--- config.mk ---
export PLATFORM = sky130hd
export DESIGN_NAME = regfile_scoreboard
export DESIGN_NICKNAME = d
export VERILOG_FILES = /design/src/rtl/regfile_scoreboard.sv
export SDC_FILE = /design/constraint.sdc
export NUM_CORES = 1
export LEC_CHECK = 0
export CAP_MARGIN = 20
export CORE_MARGIN = 2
export CORE_UTILIZATION = 33
export DETAILED_ROUTE_END_ITERATION = 12
export DONT_BUFFER_PORTS = 1
export MAX_ROUTING_LAYER = met4
export PLACE_DENSITY = 0.51
export SLEW_MARGIN = 20
export SYNTH_ARGS = -nofsm -noshare
export SYNTH_HDL_FRONTEND = slang
export SYNTH_SLANG_ARGS = --single-unit
--- constraint.sdc ---
create_clock -name clockg -period 9.05 [get_ports clockg]
set_input_delay 1.81 -clock clockg [delete_from_list [all_inputs] [get_ports clockg]]
set_output_delay 1.81 -clock clockg [all_outputs]
set_load 0.01 [all_outputs]
--- src/rtl/regfile_scoreboard.sv ---
// Register file with two bypassed read ports, a wide-capable write-back
// port and a per-register pending-write scoreboard for RAW hazard detection.

// Per-register pending-write counter; one step per cycle at most.
module regfile_sb_cnt #(
  parameter int MAX_PEND = 3,
  parameter int CNT_W    = 2
) (
  input  logic             clockg,
  input  logic             rst,
  input  logic             inc,
  input  logic             dec,
  output logic [CNT_W-1:0] cnt,
  output logic             uflow
);
  logic [CNT_W-1:0] cnt_q, cnt_d;

  // Next count: simultaneous inc/dec cancel, dec at zero sticks at zero.
  always_comb begin
    cnt_d = cnt_q;
    if (inc && !dec) begin
      if (cnt_q != CNT_W'(MAX_PEND)) cnt_d = cnt_q + CNT_W'(1);
    end else if (dec && !inc) begin
      if (cnt_q != '0) cnt_d = cnt_q - CNT_W'(1);
    end
  end

  // Counter state register.
  always_ff @(posedge clockg or posedge rst) begin
    if (rst) cnt_q <= '0;
    else     cnt_q <= cnt_d;
  end

  assign cnt   = cnt_q;
  assign uflow = dec & (cnt_q == '0);
endmodule

module regfile_scoreboard #(
  parameter int DATA_W   = 16,
  parameter int ADDR_W   = 4,
  parameter int HI_REG   = 0,
  parameter int MAX_PEND = 3
) (
  input  logic                clockg,
  input  logic                rst,
  input  logic                halt_sys,
  input  logic [ADDR_W-1:0]   ra1,
  input  logic [ADDR_W-1:0]   ra2,
  input  logic                r0_read,
  output logic [DATA_W-1:0]   rd1,
  output logic [DATA_W-1:0]   rd2,
  output logic                rd1_busy,
  output logic                rd2_busy,
  input  logic                issue_valid,
  input  logic [ADDR_W-1:0]   issue_dst,
  input  logic                issue_wide,
  output logic                issue_stall,
  input  logic                wb_en,
  input  logic                wb_wide,
  input  logic [ADDR_W-1:0]   wb_addr,
  input  logic [2*DATA_W-1:0] wb_data,
  output logic                pending_any,
  output logic                err_underflow
);
  localparam int              DEPTH = 1 << ADDR_W;
  localparam int              CNT_W = $clog2(MAX_PEND + 1);
  localparam logic [ADDR_W-1:0] HI_A = ADDR_W'(HI_REG);

  logic [DATA_W-1:0] regs_q [DEPTH];
  logic [DATA_W-1:0] regs_d [DEPTH];
  logic [DEPTH-1:0][CNT_W-1:0] cnt;
  logic [DEPTH-1:0] inc, dec, uflow;
  logic err_underflow_q, err_underflow_d;

  logic              wb_fire, iss_fire;
  logic [DATA_W-1:0] wb_lo, wb_hi;
  logic [ADDR_W-1:0] ra2_eff;

  assign wb_fire = wb_en & ~halt_sys;
  assign wb_lo   = wb_data[DATA_W-1:0];
  assign wb_hi   = wb_data[2*DATA_W-1:DATA_W];
  assign ra2_eff = r0_read ? HI_A : ra2;

  assign issue_stall = issue_valid &
                       ((cnt[issue_dst] == CNT_W'(MAX_PEND)) |
                        (issue_wide & (cnt[HI_A] == CNT_W'(MAX_PEND))));
  assign iss_fire    = issue_valid & ~halt_sys & ~issue_stall;

  // Per-register hit decode and counter instances; a wide op aimed at
  // HI_REG itself is a single hit.
  for (genvar i = 0; i < DEPTH; i++) begin : g_reg
    assign dec[i] = wb_fire &
                    ((wb_addr == ADDR_W'(i)) | (wb_wide & (i == HI_REG)));
    assign inc[i] = iss_fire &
                    ((issue_dst == ADDR_W'(i)) | (issue_wide & (i == HI_REG)));
    regfile_sb_cnt #(.MAX_PEND(MAX_PEND), .CNT_W(CNT_W)) u_cnt (
      .clockg (clockg),
      .rst    (rst),
      .inc    (inc[i]),
      .dec    (dec[i]),
      .cnt    (cnt[i]),
      .uflow  (uflow[i])
    );
  end

  // Storage next-state: low word overrides the high word on HI_REG.
  always_comb begin
    for (int i = 0; i < DEPTH; i++) begin
      regs_d[i] = regs_q[i];
      if (wb_fire && wb_wide && (i == HI_REG)) regs_d[i] = wb_hi;
      if (wb_fire && (wb_addr == ADDR_W'(i)))  regs_d[i] = wb_lo;
    end
    err_underflow_d = err_underflow_q | (|uflow);
  end

  // Register array and sticky underflow flag.
  always_ff @(posedge clockg or posedge rst) begin
    if (rst) begin
      for (int i = 0; i < DEPTH; i++) regs_q[i] <= '0;
      err_underflow_q <= 1'b0;
    end else begin
      for (int i = 0; i < DEPTH; i++) regs_q[i] <= regs_d[i];
      err_underflow_q <= err_underflow_d;
    end
  end

  // Read ports with same-cycle write-back bypass and hazard flags.
  always_comb begin
    rd1 = regs_q[ra1];
    if (wb_fire && wb_wide && (ra1 == HI_A)) rd1 = wb_hi;
    if (wb_fire && (ra1 == wb_addr))         rd1 = wb_lo;
    rd2 = regs_q[ra2_eff];
    if (wb_fire && wb_wide && (ra2_eff == HI_A)) rd2 = wb_hi;
    if (wb_fire && (ra2_eff == wb_addr))         rd2 = wb_lo;
    // A count of 1 being retired this cycle is covered by the bypass.
    rd1_busy = (cnt[ra1] > CNT_W'(1)) |
               ((cnt[ra1] == CNT_W'(1)) & ~dec[ra1]);
    rd2_busy = (cnt[ra2_eff] > CNT_W'(1)) |
               ((cnt[ra2_eff] == CNT_W'(1)) & ~dec[ra2_eff]);
  end

  assign pending_any   = |cnt;
  assign err_underflow = err_underflow_q;
endmodule

; Word-level counts from Yosys, hierarchy flattened
; Cells that the tools add are included.
[op_classes]
n_addsub = 32
muxes = 87
eq_ne = 68
n_reduce_logical = 172
n_bitwise = 67
order_cmp = 7
[op_table]
columns = op, count
row1 = $mux W16, 10
row2 = $mux W2, 67
row3 = $bmux W16 S4, 2
row4 = $reduce_bool A2 Y1, 49
row5 = $eq A4 B4 Y1 const B, 16
row6 = $ne A2 B2 Y1 const B, 32
row7 = $and A1 B1 Y1, 55
row8 = $logic_and A1 B1 Y1, 53
row9 = $reduce_and A3 Y1, 16
row10 = $add A2 B1 Y2 const B, 16
row11 = $eq A4 B3 Y1 const B, 8
row12 = $logic_not A1 Y1, 32
row13 = $logic_not A2 Y1, 16
row14 = $reduce_or A32 Y1, 1
row15 = $sub A2 B1 Y2 const B, 16
row16 = $bmux W2 S4, 3
row17 = $eq A4 B2 Y1 const B, 4
row18 = $logic_not A4 Y1, 4
row19 = $reduce_or A16 Y1, 1
row20 = $lt A4 B5 Y1 const B, 3
row21 = $ge A5 B5 Y1 const B, 2
row22 = $not A4 Y5, 2
row23 = $bmux W1 S4, 2
row24 = $eq A4 B1 Y1 const B, 2
row25 = other kinds (8), 21
[word_totals]
register_bits = 289
out_inout_bits = 37
elab_cells = 466
inputBits = 56

; Logic depth before layout (Yosys ltp)
; Gate-level depths: netlist of the first run.
[depth]
depth_word = 12
ltp_mapped = 10
ltp_nobuf = 7

; By module
; Synthesis of the first run repeated with hierarchy kept, for this count alone.
[unflattened]
cells_unflattened = 1605
hier_area_um2 = 18069.8
[modules_own_cells]
columns = module, cells_per_inst, area_each_um2, instances, seq_area_each_um2
row1 = regfile_scoreboard, 1381, 16087.9, 1, 6431.2
row2 = regfile_sb_cnt, 14, 123.9, 16, 50.0

; Worst setup path after synthesis of the first run
; OpenSTA, ideal clock, no wires.
[synth_path]
path_kind = in2out
start = in ra1[0]
end = out rd1[0]
setup_slack_ns = 3.365
path_buffers = 2
stages = 6
arrival_time_ns = 3.875
required_time_ns = 7.240
cell_sequence = clkbuf_1 -> buf_1 -> mux4_2 -> mux4_2 -> mux2i_1 -> a21oi_1
[synth_between]
elab_chain_len = 6
elab_cells_between_ends = 10
cone_classes = eq/ne (1) / mux (5) / bitwise (1) / reduce/logical (3)
[synth_lines]
columns = item, line
row1 = start: declaration, 47  ; input logic [ADDR_W-1:0] ra1,
row2 = $not A4 Y5 (implied by the code), 129  ; rd1 = regs_q[ra1];
row3 = $bmux W16 S4, 129
row4 = $mux W16 (implied by the code) (2 in series), 129
row5 = $mux W16, 130  ; if (wb_fire && wb_wide && (ra1 == HI_A)) rd1 = wb_hi;
row6 = $mux W16 (*), 131  ; if (wb_fire && (ra1 == wb_addr)) rd1 = wb_lo;
row7 = end: declaration, 50  ; output logic [DATA_W-1:0] rd1,
; Mark *: on every way between the ends. The rest lies on a longest branch, timed or not. The select of a mux whose other input is x is not followed.

; Worst setup path in the final report of the first run
[layout_path]
start = in wb_en
end = out rd2[15]
[layout_between]
elab_chain_len = 5
elab_cells_between_ends = 6
cone_classes = mux (2) / bitwise (1) / reduce/logical (3)
[layout_lines]
columns = item, line
row1 = start: declaration, 58  ; input logic wb_en,
row2 = $and A1 B1 Y1 (*), 79  ; assign wb_fire = wb_en & ~halt_sys;
row3 = $logic_and A1 B1 Y1 (2 in series), 133  ; if (wb_fire && wb_wide && (ra2_eff == HI_A)) rd2 = wb_hi;
row4 = $mux W16, 133
row5 = $mux W16 (*), 134  ; if (wb_fire && (ra2_eff == wb_addr)) rd2 = wb_lo;
row6 = end: declaration, 51  ; output logic [DATA_W-1:0] rd2,
; Mark *: on every way between the ends. The rest lies on a longest branch, timed or not.

==> flow_metrics.py, run 1 <==
metrics = {
    "clock_network": {
        "cts_tree": "built",
        "root_buffer": "clkbuf_16",
        "cts.repair.resized": 0,
        "clock_sinks": 289,
        "clk_pin_slew_ps": 60,
        "hold_buffers": 0,
        "cts_max_path_buffers": 3,
        "postCtsSetupBuffers": 0,
        "cts_buffers": 35,
        "clk_latency_ps": 550,
        "h-tree-depth": 2,
    },
    "drt": {
        "wl_per_cell_um": 26.24,
        "drt-initial-drc-count": 1550,
        "avgViaCountPerCell": 5.900,
        "antenna_left": 0,
        "drt_first_pass_iters": 5,
        "vias": 13920,
        "wirelength_mm": 61.90,
        "route.detailed.drc": 0,
    },
    "sta": {
        "worst_pin_slew_ps": 1041,
        "slew_violations": 0,
        "grt_setup_unrepaired": "false",
        "finalSetupTns_ps": 0,
        "min_period_over_period_pct": 68.40,
        "fin_worst_skew_ps": 6.600,
        "period_minus_slack_ps": 6190,
        "timing.fmax_ghz": 0.1616,
        "setup_ws_ps": 2860,
        "hold_viol": 0,
        "setup_viol": 0,
        "relSlewSlack_pct": 30.50,
    },
    "floorplanning": {
        "core-area_sq_um": 53600,
        "start_util_pct": 33.22,
        "io_pins": 93,
        "dieArea_sq_um": 55840,
        "dieHeight_um": 236.3,
        "rows": 85,
        "die_x_um": 236.3,
    },
    "logic_synthesis": {
        "avgSynthCellArea_sq_um": 10.29,
        "synth-edff-count": 0,
        "synth_cells": 1730,
        "ys_seq_area_share_pct": 40.61,
        "synth_cell_types": 68,
        "syn_area_sq_um": 17810,
        "synthArstFlopShare_pct": 100.0,
        "yosys_warnings": 0,
        "synth_fp_nets": 1786,
        "synth_ff_type": "dfrtp_1",
        "yosys_register_bits": 289,
    },
    "worst_setup_path": {
        "rr_startpoint": "g_reg[0].u_cnt.cnt[1]$_DFFE_PP0P_",
        "max_stage_delay_ps": 760,
        "path_max_fanout": 19,
        "rrSetupSlack_ps": 6110,
        "end_kind": "output pin",
        "rr_worst_depth": 7,
        "critPathArrivalTime_ps": 4380,
        "timing.rr.end": "g_reg[15].u_cnt.cnt[0]$_DFFE_PP0P_",
        "critPathBufInv": 2,
        "required_ps": 7240,
        "worstSetupPathType": "in2out",
        "start_kind": "primary input",
        "cp_cell_sequence": "nor2b_1, and2_2, buf_4, nand3_1, buf_4, nand4_1, o21ai_0, a21oi_1",
        "critical_path.top_delay_family": "simple AND/OR/NAND/NOR gates",
        "worst_path_most_repeated_cell": "buf_4",
        "critPathSlowestCell": "nand3_1",
    },
    "place": {
        "placed_area_sq_um": 18370,
        "dp_cells": 2295,
        "place_ws_ps": 2878,
        "io_buffer_count": 0,
        "routabilityCongestion": 0.8841,
        "dp_hpwl_mm": 37.44,
    },
    "grt": {
        "grt_usage_pct": 22.61,
        "grt_first_pass_wirelength_mm": 91.36,
        "gr-total-overflow": 0,
        "grt_max_degree": 154,
        "antenna_found_initial": 0,
        "grt_pass1_vias": 13620,
    },
    "power": {
        "totalPowerFinal_mw": 4.112,
        "p_leak_nw": 8.490,
        "max-vdd-ir-drop_uv": 121.3,
        "p_per_area_nw_per_um2": 210.6,
    },
    "layout": {
        "diodes": 0,
        "layout-drive-gt1-share_pct": 24.77,
        "final_cell_mix": "394 x nand2_1, 289 x dfrtp_1, 190 x mux2_2",
        "final_cells": 2359,
        "syn_to_final_growth_pct": 9.660,
        "stdcell_area_sq_um": 19530,
        "finalNetCount": 1693,
        "final_common_cell": "nand2_1",
    },
    "outcome": {
        "outcome": "finished, final reports clean",
    },
    "hold_path": {
        "hold_path.class": "reg2reg",
        "whs_path_depth": 2,
        "min_from": "regs_q[157]$_DFFE_PP0P_",
        "hold_path_end": "regs_q[157]$_DFFE_PP0P_",
    },
    "job": {
        "cap_viol_max_count": 0,
    },
}
## worst max path at each step
stage	start	to	slack, ps	cells after the start
6_report	wb_en	rd2[15]	2860	8
5_1_grt	wb_en	rd2[15]	2780	8
4_1_cts	wb_en	rd2[15]	2870	8
3_5_place_dp	wb_en	rd2[15]	2880	8
3_3_place_gp	wb_en	rd2[15]	2950	8
2_1_floorplan	ra1[0]	rd1[0]	3360	6
## Yosys cell counts (3+ instances only)
cell type | n | area (sq um)
clkbuf_1 | 115 | 431.7
or4_1 | 5 | 37.54
inv_1 | 13 | 48.80
o221ai_1 | 6 | 52.55
xnor2_1 | 8 | 70.07
o21ai_0 | 80 | 400.4
or3_1 | 3 | 18.77
a221oi_1 | 14 | 122.6
mux4_2 | 112 | 2522
a22oi_1 | 4 | 30.03
a21oi_1 | 62 | 310.3
nand3_1 | 16 | 80.08
or2_2 | 3 | 18.77
buf_2 | 9 | 45.04
a211oi_1 | 7 | 52.55
o211ai_1 | 30 | 225.2
and3_1 | 7 | 43.79
mux2_2 | 190 | 2140
and2_1 | 5 | 31.28
o31ai_1 | 4 | 30.03
nor4_1 | 13 | 81.33
dfrtp_1 | 289 | 7232
nand4_1 | 14 | 87.58
buf_1 | 39 | 146.4
a2111oi_0 | 4 | 35.03
o21bai_1 | 3 | 22.52
nor3_1 | 20 | 100.1
nor2_1 | 74 | 277.8
nand2b_1 | 13 | 81.33
nor2b_1 | 29 | 181.4
a31oi_1 | 4 | 25.02
nand2_1 | 394 | 1479
mux2i_1 | 91 | 910.9
nand3b_1 | 3 | 22.52
xor2_1 | 3 | 26.28
## cell families after synthesis
group | after synthesis | share of synthesized area, %
simple gates | 611 | 14.84
flops | 289 | 40.61
mux | 394 | 31.38
buf+inv | 179 | 3.927
xor+xnor | 11 | 0.5410
compound gates | 246 | 8.705
## routing by layer
| layer | track usage, % | vias to the layer above | part of all wire (%) |
|---|---|---|---|
| met5 | - | - | 0 |
| met4 | 7.211 | 0 | 3.0 |
| met3 | 5.126 | 107 | 7.9 |
| met2 | 34.14 | 540 | 46 |
| met1 | 30.17 | 7207 | 43 |
| li1 | - | 6064 | - |
## area by class of cell
type                    count  area (sq um)
well taps                 696         870.8
flip-flops and latches    289          7232
fillers                  5283         34070
inverters                  13         52.55
repair buffers             36         290.3
clock inverters            10         142.6
clock buffers              53          1005
multi-input cells        1262          9936
## stage by stage
step | utilization [%] | hold WS, ps
5_1_grt | 36.43 | 517.4
4_1_cts | 36.41 | 499.3
6_report | 36.43 | 498.3
3_3_place_gp | 34.26 | 478.5
3_5_place_dp | 34.26 | 484.4
2_1_floorplan | - | 455.3
## registers in the layout, summed over array words and instances, names as in the netlist
register	count
err_underflow	1
g.u_cnt.cnt	32
regs_q	256
## where the power goes
group	leakage (nW)	internal, mW	total (mW)	switching, mW
clock	0.557	0.856	1.44	0.588
combinational	4.28	0.480	0.860	0.380
sequential	3.65	1.55	1.81	0.259
## tightest hold or removal path, cell delays in order, from the launching register on
cell	delay, ps
dfrtp_1	360
nand2_1	60
nand2_1	60
Power figures use the tool's default switching activity.
==> run 2, diff against run 1 <==
==> constraint.sdc (replaced) <==
create_clock -name clockg -period 5.6 [get_ports clockg]
set_input_delay 1.12 -clock clockg [delete_from_list [all_inputs] [get_ports clockg]]
set_output_delay 1.12 -clock clockg [all_outputs]
set_load 0.01 [all_outputs]
==> flow_metrics.py, run 2 (synthesis gave the netlist of run 1 again) <==
metrics = {
    "outcome": {
        "outcome": "finished, final reports clean",
    },
    "sta": {
        "setup_viol": 0,
        "timing.fmax_ghz": 0.2068,
        "min_period_over_period_pct": 86.34,
        "finalSetupTns_ps": 0,
        "slew_violations": 0,
        "relSlewSlack_pct": 28.48,
        "worst_pin_slew_ps": 1063,
        "setup_ws_ps": 765.1,
        "period_minus_slack_ps": 4835,
        "fin_worst_skew_ps": 10.77,
        "grt_setup_unrepaired": "false",
        "hold_viol": 0,
    },
    "clock_network": {
        "cts_tree": "built",
        "cts_max_path_buffers": 3,
        "postCtsSetupBuffers": 0,
        "clk_latency_ps": 550,
        "hold_buffers": 0,
        "cts_buffers": 36,
        "clock_sinks": 289,
        "cts.repair.resized": 0,
        "root_buffer": "clkbuf_16",
        "clk_pin_slew_ps": 60,
        "h-tree-depth": 2,
    },
    "power": {
        "p_int_mw": 4.865,
        "p_comb_share_pct": 20.2,
        "pwr-share-seq_pct": 42.8,
        "max-vdd-ir-drop_uv": 150.9,
        "p_clk_share_pct": 37.0,
        "p_sw_mw": 1.975,
        "p_leak_nw": 8.605,
        "switching_share_pct": 28.87,
        "p_per_area_nw_per_um2": 346.6,
    },
    "layout": {
        "largest-register": "regs_q",
        "seq_area_sq_um": 7232,
        "multi_input_area_sq_um": 9948,
        "nFillCells": 5276,
        "final_cell_mix": "394 x nand2_1, 289 x dfrtp_1, 190 x mux2_2",
        "final_common_cell": "nand2_1",
        "layout-drive-gt1-share_pct": 25.72,
        "finalNetCount": 1703,
        "syn_to_final_growth_pct": 10.83,
        "largest_reg_flops": 256,
        "diodes": 0,
    },
    "worst_setup_path": {
        "required_ps": 4480,
        "rr_worst_depth": 7,
        "start_kind": "primary input",
        "worstSetupPathType": "in2out",
        "end_kind": "output pin",
        "critPathArrivalTime_ps": 3710,
        "path_max_fanout": 75,
    },
    "floorplanning": {
        "rows": 85,
        "start_util_pct": 33.22,
        "dieHeight_um": 236.3,
        "core-area_sq_um": 53600,
        "die_x_um": 236.3,
        "dieArea_sq_um": 55840,
        "io_pins": 93,
    },
    "grt": {
        "grt_max_degree": 136,
        "gr-total-overflow": 0,
        "grt_pass1_vias": 13700,
        "antenna_found_initial": 0,
        "grt_usage_pct": 22.36,
        "grt_first_pass_wirelength_mm": 90.78,
    },
    "drt": {
        "drt-initial-drc-count": 1299,
        "antenna_left": 0,
        "vias": 13810,
        "drt_first_pass_iters": 5,
        "wl_per_cell_um": 25.53,
        "route.detailed.drc": 0,
        "wirelength_mm": 60.45,
        "avgViaCountPerCell": 5.831,
    },
    "hold_path": {
        "whs_path_depth": 2,
        "hold_path.class": "reg2reg",
    },
    "place": {
        "place_ws_ps": 872.7,
        "dp_hpwl_mm": 37.43,
        "routabilityCongestion": 0.9258,
        "io_buffer_count": 0,
    },
    "job": {
        "cap_viol_max_count": 0,
    },
}
[run 2: cell types whose count changed in the layout (fill, tap and decap cells not counted), sizes merged]
cell,before,now
buf,36,45
bufinv,3,4
clkbuf,53,55
clkinv,5,2
clkinvlp,2,3
inv,13,12
[run 2: final timing paths]
path / slack (ps) / end / start
setup / recovery: 770 / rd2_busy / ra2[0]
hold / removal: 500 / regs_q[116]$_DFFE_PP0P_ / regs_q[116]$_DFFE_PP0P_
setup reg to reg: 2620 / g_reg[0].u_cnt.cnt[0]$_DFFE_PP0P_ / g_reg[8].u_cnt.cnt[1]$_DFFE_PP0P_
hold reg to reg: 500 / regs_q[116]$_DFFE_PP0P_ / regs_q[116]$_DFFE_PP0P_
max in group asynchronous: 3590 / regs_q[3]$_DFFE_PP0P_ / rst
min in group asynchronous: 590 / regs_q[217]$_DFFE_PP0P_ / rst
[run 2: per-stage QoR]
| stage | power [mW] | instance area, sq um | cells | util, % | hold slack [ps] |
|---|---|---|---|---|---|
| finish | 6.840 | 19740 | 2368 | 36.82 | 498.5 |
| global route | 7.163 | 19740 | 2368 | 36.82 | 516.0 |
| CTS | 6.878 | 19740 | 2368 | 36.82 | 499.2 |
| detailed placement | 4.330 | 18450 | 2305 | 34.43 | 484.3 |
| global placement | 4.281 | 18440 | 2305 | 34.40 | 473.5 |
| floorplan | 4.004 | 17810 | 1730 | - | 455.3 |
[run 2: power by group through the flow]
stage	Combinational [mW]	Sequential (mW)	Clock, mW
6_report	1.38	2.93	2.53
5_1_grt	1.52	2.98	2.66
4_1_cts	1.39	2.91	2.58
3_5_place_dp	1.39	2.94	0
3_3_place_gp	1.36	2.92	0
2_1_floorplan	1.25	2.75	0
[run 2: layout make-up]
type,count,share of cell area [%]
Timing Repair Buffer,45,1.775
Tap cell,696,4.412
Sequential cell,289,36.64
Clock inverter,8,0.7544
Clock buffer,55,5.744
Multi-Input combinational cell,1262,50.41
Inverter,13,0.2663
[run 2: critical path, stage by stage]
cell and delay, ps:
nor2b_4 610, mux4_2 600, nand3_1 120, a21oi_1 80, a2111oi_1 790, buf_4 230
buf_4 110
[run 2: metal layers]
layer	wire length, um	global-route usage (%)	up-vias
met1	26040	29.46	7077
met3	4678	4.857	129
met5	0	-	-
li1	-	-	6076
met4	2278	7.902	0
met2	27450	34.04	525
